==> src/rtl/cory_ser2_pkg.sv <==
// Shared definitions for the cory_ser2 width-halving serializer.
package cory_ser2_pkg;

  localparam int CORY_SER2_N = 16;

  typedef enum logic [1:0] {
    CORY_SER2_EMPTY = 2'd0,
    CORY_SER2_LO    = 2'd1,
    CORY_SER2_HI    = 2'd2
  } cory_ser2_state_e;

  // Only LO and HI present a beat; the unreachable 2'd3 counts as empty.
  function automatic logic cory_ser2_busy(cory_ser2_state_e s);
    return (s == CORY_SER2_LO) || (s == CORY_SER2_HI);
  endfunction

endpackage

==> src/rtl/cory_ser2.sv <==
// Width-halving serializer: one Z=2N word in, low half then high half out.
// Optional o_z_last port under CORY_SER2_LAST_EN; simulation monitor under SIM with CORY_MON.
module cory_ser2
  import cory_ser2_pkg::*;
#(
  parameter int N = CORY_SER2_N,
  parameter int Z = 2 * N
) (
  input  logic         clk,
  input  logic         reset_n,
  input  logic         i_a_v,
  input  logic [Z-1:0] i_a_d,
  output logic         o_a_r,
  output logic         o_z_v,
  output logic [N-1:0] o_z_d,
  input  logic         i_z_r
`ifdef CORY_SER2_LAST_EN
  ,
  output logic         o_z_last
`endif
);

  if (Z != 2 * N) begin : g_bad_width
    $error("cory_ser2: Z must equal 2*N");
  end

  cory_ser2_state_e state;
  logic [Z-1:0]     word;

  always_ff @(posedge clk or negedge reset_n) begin
    if (!reset_n) begin
      state <= CORY_SER2_EMPTY;
      word  <= '0;
    end else begin
      case (state)
        CORY_SER2_LO: begin
          if (i_z_r) state <= CORY_SER2_HI;
        end
        CORY_SER2_HI: begin
          if (i_z_r) begin
            if (i_a_v) begin
              word  <= i_a_d;
              state <= CORY_SER2_LO;
            end else begin
              state <= CORY_SER2_EMPTY;
            end
          end
        end
        default: begin
          if (i_a_v) begin
            word  <= i_a_d;
            state <= CORY_SER2_LO;
          end else begin
            state <= CORY_SER2_EMPTY;
          end
        end
      endcase
    end
  end

  // Ready leaks i_z_r only in HI, so a new word can follow the high beat without a bubble.
  assign o_a_r = !cory_ser2_busy(state) || ((state == CORY_SER2_HI) && i_z_r);
  assign o_z_v = cory_ser2_busy(state);

  always_comb begin
    o_z_d = word[N-1:0];
    if (state == CORY_SER2_HI) o_z_d = word[Z-1:N];
  end

`ifdef CORY_SER2_LAST_EN
  assign o_z_last = (state == CORY_SER2_HI);
`endif

`ifdef SIM
`ifdef CORY_MON
  cory_monitor #(.W(N)) u_mon (
    .clk    (clk),
    .reset_n(reset_n),
    .valid  (o_z_v),
    .ready  (i_z_r),
    .data   (o_z_d)
  );
`endif
`endif

endmodule

==> config.mk <==
export PLATFORM = sky130hd
export DESIGN_NAME = cory_ser2
export DESIGN_NICKNAME = d
export VERILOG_FILES = /design/src/rtl/cory_ser2_pkg.sv /design/src/rtl/cory_ser2.sv
export SDC_FILE = /design/constraint.sdc
export NUM_CORES = 1
export LEC_CHECK = 0
export ABC_AREA = 1
export ABC_CLOCK_PERIOD_IN_PS = 1400
export CAP_MARGIN = 0
export CORE_ASPECT_RATIO = 1.25
export CORE_MARGIN = 3
export CORE_UTILIZATION = 45
export DETAILED_ROUTE_END_ITERATION = 10
export GPL_ROUTABILITY_DRIVEN = 0
export PLACE_DENSITY = 0.82
export SETUP_SLACK_MARGIN = 0.2
export SYNTH_ARGS = -nofsm -noshare
export SYNTH_HDL_FRONTEND = slang
export SYNTH_SLANG_ARGS = --single-unit
export TNS_END_PERCENT = 20
==> constraint.sdc <==
create_clock -name clk -period 1.4 [get_ports clk]
set_input_delay 0.21 -clock clk [delete_from_list [all_inputs] [get_ports clk]]
set_output_delay 0.21 -clock clk [all_outputs]
set_load 0.005 [all_outputs]
---- Word level (Yosys, flattened, before mapping) ----
Index checks and enable logic that the tools add are counted.
cells by class
  equality and inequality tests ........... 4
  muxes and demuxes ....................... 8
  bitwise operators ....................... 1
  reductions and logical operators ........ 6
operator list
  cell                                           count
  2-to-1 mux 32 bit                              2
  case mux 32 bit (2 select lines)               1
  2-to-1 mux 16 bit                              1
  2-to-1 mux 2 bit                               2
  inequality test 2 bit, second input constant   2
  case mux 2 bit (2 select lines)                1
  AND reduction 2 bit                            2
  == test 2 x 1 -> 1 bit, second input constant  1
  == test 2 bit, second input constant           1
  logical OR 1 bit                               2
  logical AND 1 bit                              1
  zero test 1 bit                                1
  2-to-1 mux 1 bit                               1
  inverter 1 bit                                 1
storage, ports and cells
  register bits ........................... 34
  input bits .............................. 36
  output and inout port bits .............. 18
  word-level logic and storage cells ...... 21

---- Logic depth before layout (Yosys ltp) ----
Gate-level depths: netlist of run 1.
  depth in word-level cells ............... 4
  depth in mapped cells ................... 8

---- Worst setup path after synthesis of run 1 ----
Ideal clock, no wire load.
  path kind ............................... register to output
  start point ............................. reg state[0]
  end point ............................... out o_z_d[10]
  arrival ................................. 1.137 ns
  data required time ...................... 1.190 ns
  setup slack ............................. 0.053 ns
  stages on the path, launching flop included .. 8
  cells stage by stage .................... dfrtp_1 inv_1 ha_1 buf_6 inv_2 buf_2 nand2_1 nand2_1
on the way
  word-level cells in the longest chain between the ends .. 2
ends and longest elaborated chain
  what                    RTL line         text
  from (decl)             cory_ser2.sv:27  cory_ser2_state_e state;
  from (signal assigned)  cory_ser2.sv:32  state <= CORY_SER2_EMPTY;
  from (signal assigned)  cory_ser2.sv:37  if (i_z_r) state <= CORY_SER2_HI;
  from (signal assigned)  cory_ser2.sv:43  state <= CORY_SER2_LO;
  == test 2 bit           cory_ser2.sv:67  if (state == CORY_SER2_HI) o_z_d = word[Z-1:N];
  2-to-1 mux 16 bit       cory_ser2.sv:67
  to (decl)               cory_ser2.sv:15  output logic [N-1:0] o_z_d,
No other way between the ends.

---- Final worst setup path of run 1 ----
  start point ............................. reg state[0]
  end point ............................... out o_z_d[12]
Same word-level chain as after synthesis.

==> key figures, run 1 <==
Clock tree
  – Clock transition at path regs: around 0.07 ns
  – TritonCTS clock tree: built
  – Root Buffer: clkbuf_8
  – Clock Path Buffers: 2
  – Num CTS Buffers: 5
  – CTS sink cnt: 34
  – Clock latency on the worst-skew pair: 0.29 ns
  – H-tree levels: 2

Pwr
  – Sw Share: 0.390
  – PD cells: ~2100 mW/mm2
  – Worst vdd ir: 1540 uV
  – Comb power frac: 0.512
  – P_int: 0.00340 W
  – Flop pwr share: 0.329
  – Clk pwr share: 0.159
  – Pleak: 1.37 nW
  – Net Sw Power: 0.00217 W
  – Total chip power: 0.00557 W

Global routing
  – Vias in the first global route: ~1700
  – Pin count of the biggest net entering global routing: 33
  – Total grt overflow: 0
  – GR Util All Layers: 0.226
  – First-pass GRT wire length: 7.42 mm
  – Initial antenna violation count: 0

Synth
  – Warnings, synthesis: 0
  – Syn Nets: 251
  – Avg Cell Area, Syn: 7.83 um2
  – Mapped Cells: 212
  – Seq/Total Area, Yosys: 0.513
  – Mapped cell area: ~0.0017 mm2
  – Synthesis-stage register bit count: 34
  – Synth unique cells: 13

Critical path
  – Critical-path top delay cell: dfrtp_1
  – Crit path largest cell delay: 0.40 ns
  – Worst Path Arrival: 1.47 ns
  – Data required time of the worst path: 1.19 ns
  – Critical path cell sequence: inv_2 -> ha_4 -> buf_12 -> inv_8 -> buf_12 -> nand2_1 -> nand2_1 -> buf_2
  – Setup CP Type: flop to output port
  – Crit-path max FO: 6
  – Startpoint types: flop
  – Critical Path End Type: output port

Route
  – Routed Antenna Nets: 0
  – Initial DRT Pass Iterations: 4
  – Vias per std cell: 5.21
  – # DRC: 0
  – Post-DR wirelength/cell: 15.1 um
  – DRT iter0 DRCs: 85
  – Vias post-DR: 1709
  – Wirelength, routed: approximately 4.9 mm

Floorplan
  – Core Area: 0.00351 mm2
  – Count of boundary I/O pins: 54
  – Die width: between 60 and 70 um
  – Vert. Die Dim: roughly 74 um
  – Die area: 0.00446 mm2
  – Initial Util: 0.472
  – Num rows: 24

Final layout
  – Most frequent cells in the layout: nand2_1 (101), nand3_1 (34), clkdlybuf4s50_1 (34), dfrtp_1 (34), buf_2 (17)
  – Nets@finish: 327
  – Layout cells sized above 1: 0.277
  – Reg area: 851 um2
  – Commonest non-fill, non-tap cell in the layout: nand2_1
  – Ant diodes: 0
  – Fillers: 250
  – Non-filler cells, final: between 300 and 400
  – Area grow syn2layout: 56.1%
  – Final instance area: about 0.0026 mm2
  – Multi-input logic area: between 700 and 800 um2

STA
  – Period utilization: 1.20
  – Worst Tran Pin Value: between 0.2 and 0.3 ns
  – Skew final: 0.00833 ns
  – Setup violations, final: 50
  – Slew Viols, Final: 0
  – RSZ-0062 raised after global routing: true
  – Fmax: 0.595 GHz
  – Slew headroom: 0.806
  – PnR worst setup slack: -0.280 ns
  – Hold Fails Final Rpt: 0
  – Min Clock Period, post-route: about 1.7 ns

Placement
  – Post-DP Area: ~0.0023 mm2
  – Placed Cells incl. Taps: slightly above 300
  – Post-DP HPWL: 3.02 mm
  – Placement Setup Slack: -0.329 ns
  – Buffers on Ports: 53

Run status
  – Violated checks: negative setup slack
  – Status: complete, but fails checks

Flow run
  – Max-cap violations: 0

Hold path
  – Min-Delay Path Class: primary input to async pin
what timing repair did:
action                                  4_1_cts  5_1_grt
hold buffers                                  1        0
pin swaps                                     8        4
endpoints found under the setup margin       52       52
gates cloned                                  2        1
setup buffers                                 3        2
gates resized for setup                      95       14
endpoints found under the hold margin        11        0
flip-flops by register name, indices dropped and copies added (netlist names):
register / cells
state: 2
word: 32
stage by stage:
| stage | hold slack [ns] | TNS (ns) | utilization |
|---|---|---|---|
| final | 0.336 | -8.46 | 0.737 |
| after global routing | 0.367 | -11.16 | 0.737 |
| after CTS | 0.335 | -8.44 | 0.713 |
| after detailed placement | 0.110 | -10.55 | 0.663 |
| after global placement | 0.103 | -9.02 | 0.663 |
| after floorplan | -0.0856 | 0 | - |
cell usage after synthesis:
cell type  number  area (um2)
buf_4           2        15.0
o21ai_0         1        5.00
inv_2           1        3.75
nor2_4          1        11.3
buf_2           5        25.0
clkbuf_4        1        7.51
inv_1           6        22.5
ha_1            3        37.5
nand2_1       118         443
dfrtp_1        34         851
nand2_4         2        22.5
nand3_1        34         170
buf_6           4        45.0
power by group through the flow:
stage | clock network [W] | logic (W) | registers (W)
after floorplan | 0 | 0.00132 | 0.00170
after global placement | 0 | 0.00251 | 0.00175
after detailed placement | 0 | 0.00258 | 0.00176
after CTS | 0.000890 | 0.00260 | 0.00179
after global routing | 0.000937 | 0.00311 | 0.00188
final | 0.000885 | 0.00285 | 0.00183
per-layer routing:
| layer | vias up | routed length (um) | track usage |
|---|---|---|---|
| li1 | 818 | - | - |
| met1 | 821 | 1920 | 0.263 |
| met2 | 61 | 2660 | 0.388 |
| met3 | 9 | 254 | 0.0510 |
| met4 | 0 | 106 | 0.101 |
| met5 | - | 0 | 0 |
worst max-delay path, delay by kind of cell, from the launching register on:
kind | cells | cell delay, ns
adder cells (fa/ha/maj) | 1 | 0.17
AND/OR/NAND/NOR | 2 | 0.10
flip-flops | 1 | 0.40
buffers and inverters | 5 | 0.52
path summary, 6_finish.rpt:
kind / depth (start not counted) / slack [ns] / from / to
max: 8 / -0.28 / state[0] / o_z_d[12]
min: 2 / 0.34 / reset_n / word[10]
max reg2reg: 9 / -0.16 / state[1] / word[26]
min reg2reg: 2 / 0.48 / word[28] / word[28]
max in group asynchronous: 3 / 0.59 / reset_n / word[6]
min in group clk: 2 / 0.48 / word[28] / word[28]
cell families (layout without fill, tap and decap cells):
group                      after synthesis  after routing  synth area share
and+or+nand+nor                        155            156             0.390
AOI/OAI and AO/OA                        1              1           0.00301
adders and majority gates                3              3            0.0226
buffers and inverters                   19             95            0.0716
DFF                                     34             34             0.513
cell type report:
class	count	share of cell area
multi-input cells	160	0.305
repair buffers	79	0.289
repair inverters	1	0.00338
inverters	7	0.0130
flip-flops and latches	34	0.329
well taps	39	0.0188
clock inverters	3	0.0155
clock buffers	5	0.0266
Note: power is estimated with default switching activity, not from simulation.
==> run 2: changes to the inputs <==
- CORE_UTILIZATION: 45 -> 47
- CTS_BUF_LIST: not set -> sky130_fd_sc_hd__clkbuf_8
- PLACE_DENSITY: 0.82 -> 0.85
==> run 2 against run 1 <==
  * Final cell count is 0.61% higher
  * Critical path depth is 1 lower
  * Sequential cell count stayed put
  * The flow still finishes with violations (negative setup slack)
  * Worst setup slack worse by 0.035 ns
  * Register-to-register slack worse by 0.02 ns
  * Critical path type unchanged
  * First-iteration DRC count is 27% higher
==> key figures, run 2 (synthesis gave the netlist of run 1 again) <==
Run status
  – Status: complete, but fails checks
  – Violated checks: negative setup slack

Route
  – Vias post-DR: 1749 (+2.3%)
  – Met1 Wirelength: 1.83 mm (-4.7%)
  – DRT iter0 DRCs: 108 (+27%)
  – Met3 wire length: 281 um (+11%)
  – # DRC: 0 (unchanged)
  – Initial DRT Pass Iterations: 4 (unchanged)
  – DR top layer: met4
  – Vias per std cell: 5.30 (+1.7%)
  – Wirelength, routed: 4.90 mm (-0.99%)
  – Met2 wire len: 2.67 mm (+0.15%)
  – Post-DR wirelength/cell: 14.8 um (-1.6%)
  – Routed Antenna Nets: 0 (unchanged)

Global routing
  – Vias in the first global route: 1741 (+5.3%)
  – Total grt overflow: 0 (unchanged)
  – Initial antenna violation count: 0 (unchanged)
  – First-pass GRT wire length: 7.73 mm (+4.3%)
  – Pin count of the biggest net entering global routing: 35 (+6.1%)
  – GR Util All Layers: 0.235 (+0.00906)

Final layout
  – Non-filler cells, final: 330 (+0.61%)
  – Area grow syn2layout: 57.6%
  – Reg with most FFs: word
  – Final instance area: 0.00262 mm2 (+0.97%)
  – Commonest non-fill, non-tap cell in the layout: nand2_1
  – Final core occ: 0.790 (+0.0530)
  – Ant diodes: 0 (unchanged)
  – Most frequent cells in the layout: nand2_1 (98), clkdlybuf4s50_1 (35), nand3_1 (34), dfrtp_1 (34), nand2_2 (17)
  – Max FFs per register: 32 (unchanged)
  – Layout cells sized above 1: 0.290 (+0.0133)
  – Nets@finish: 332 (+1.5%)
  – Top Registers: word (32), state (2)

Clock tree
  – H-tree levels: 2 (unchanged)
  – CTS sink cnt: 34 (unchanged)
  – CTS hold repair buffers: 0 (-1)
  – Root Buffer: clkbuf_8
  – Num CTS Buffers: 5 (unchanged)
  – Clock transition at path regs: 0.07 ns (about the same)
  – Clock Path Buffers: 2 (unchanged)
  – TritonCTS clock tree: built
  – Clock latency on the worst-skew pair: 0.28 ns (about the same)

Critical path
  – Critical Path End Type: output port
  – Crit-path max FO: 5 (-1)
  – Data required time of the worst path: 1.19 ns (about the same)
  – Setup CP Type: flop to output port
  – Worst Path Arrival: 1.51 ns (+0.04 ns)
  – Startpoint types: flop

Placement
  – Placement Setup Slack: -0.335 ns (-0.00698 ns)
  – Post-DP HPWL: 3.00 mm (-0.49%)
  – Buffers on Ports: 53 (unchanged)
  – Placed Cells incl. Taps: 306 (-1.6%)
  – Post-DP Area: 0.00231 mm2 (-0.86%)

STA
  – Slew Viols, Final: 0 (unchanged)
  – RSZ-0062 raised after global routing: true
  – Min Clock Period, post-route: 1.72 ns (+0.0355 ns)
  – PnR worst setup slack: -0.316 ns (-0.0355 ns)
  – Period utilization: 1.23 (+0.0253)
  – Fmax: 0.583 GHz (-2.1%)
  – Worst Tran Pin Value: 0.214 ns (-0.0771 ns)
  – Skew final: 0.00557 ns (-0.00275 ns)
  – Slew headroom: 0.857 (+0.0511)
  – Hold Fails Final Rpt: 0 (unchanged)
  – Setup violations, final: 51 (+2.0%)

Hold path
  – Min-Delay Path Class: primary input to async pin

Floorplan
  – Die width: 59.1 um (-1.9%)
  – Vert. Die Dim: 72.4 um (-2.0%)
  – Die area: 0.00428 mm2 (-3.9%)
  – Num rows: 23 (-4.2%)
  – Initial Util: 0.501 (+0.0291)
  – Core Area: 0.00331 mm2 (-5.8%)
  – Count of boundary I/O pins: 54 (unchanged)

Pwr
  – P_int: 0.00337 W (-0.90%)
  – Net Sw Power: 0.00217 W (+0.21%)
  – Comb power frac: 0.549 (+0.037)
  – PD cells: 2120 mW/mm2 (-1.4%)
  – Flop pwr share: 0.332 (+0.003)
  – Total chip power: 0.00554 W (-0.47%)
  – Sw Share: 0.392 (+0.00264)
  – Worst vdd ir: 1640 uV (+6.4%)
  – Clk pwr share: 0.119 (-0.040)
  – Pleak: 1.39 nW (+1.3%)

Flow run
  – Max-cap violations: 0 (unchanged)
==> run 2: changes by cell type in the layout (fill, tap and decap cells not counted), sizes merged <==
| cell | previous run | this run |
|---|---|---|
| buf | 43 | 48 |
| bufinv | 1 | 0 |
| clkbuf | 6 | 7 |
| clkdlybuf4s50 | 34 | 35 |
| clkinv | 2 | 0 |
| dlygate4sd3 | 1 | 0 |
| inv | 8 | 10 |
| nand2 | 121 | 120 |
==> run 2: per-stage QoR <==
step	hold slack, ns	TNS [ns]
floorplan	-0.0856	0
global placement	0.454	-5.29
detailed placement	0.459	-6.54
CTS	0.296	-8.80
global route	0.319	-13.66
finish	0.287	-9.41
==> run 2: worst max-delay path, cell delays in order, from the launching register on <==
cell     delay, ns
dfrtp_1       0.42
ha_4          0.22
buf_6         0.14
buf_6         0.12
buf_6         0.11
nand2_1       0.05
nand2_1       0.04
buf_2         0.12
==> run 2: what timing repair did <==
action / in CTS / in global routing
setup endpoints to repair: 52 / 52
pin swaps: 11 / 4
resized for setup: 92 / 25
cloned: 1 / 0
buffers inserted: 15 / 1
==> run 2: worst paths after layout <==
path	endpoint	slack, ns	cells past startpoint	from
min	word[9]	0.29	2	reset_n
max	o_z_d[12]	-0.32	7	state[1]
min reg2reg	word[7]	0.48	2	word[7]
min in group clk	word[24]	0.48	3	i_a_d[24]
max in group asynchronous	word[20]	0.93	2	reset_n
max reg2reg	word[0]	-0.18	8	state[1]
==> run 2: cell type report <==
| cell class | count | area (um2) |
|---|---|---|
| Multi-Input combinational cell | 159 | 781 |
| Clock inverter | 2 | 7.51 |
| Sequential cell | 34 | 851 |
| Inverter | 7 | 33.8 |
| Fill cell | 207 | 694 |
| Clock buffer | 5 | 68.8 |
| Tap cell | 37 | 46.3 |
| Timing Repair inverter | 1 | 11.3 |
| Timing Repair Buffer | 85 | 816 |
==> run 2: power by group through the flow <==
stage | Clock [W] | Combinational [W] | Sequential (W)
global placement | 0 | 0.00245 | 0.00174
floorplan | 0 | 0.00132 | 0.00170
CTS | 0.000661 | 0.00274 | 0.00179
global route | 0.000705 | 0.00336 | 0.00188
finish | 0.000659 | 0.00304 | 0.00184
detailed placement | 0 | 0.00254 | 0.00177
==> run 2: layer usage <==
metal  global-route usage  vias to the layer above
met5                    0                        -
met4               0.0982                        0
li1                     -                      822
met2                0.400                       74
met1                0.287                      842
met3               0.0445                       11
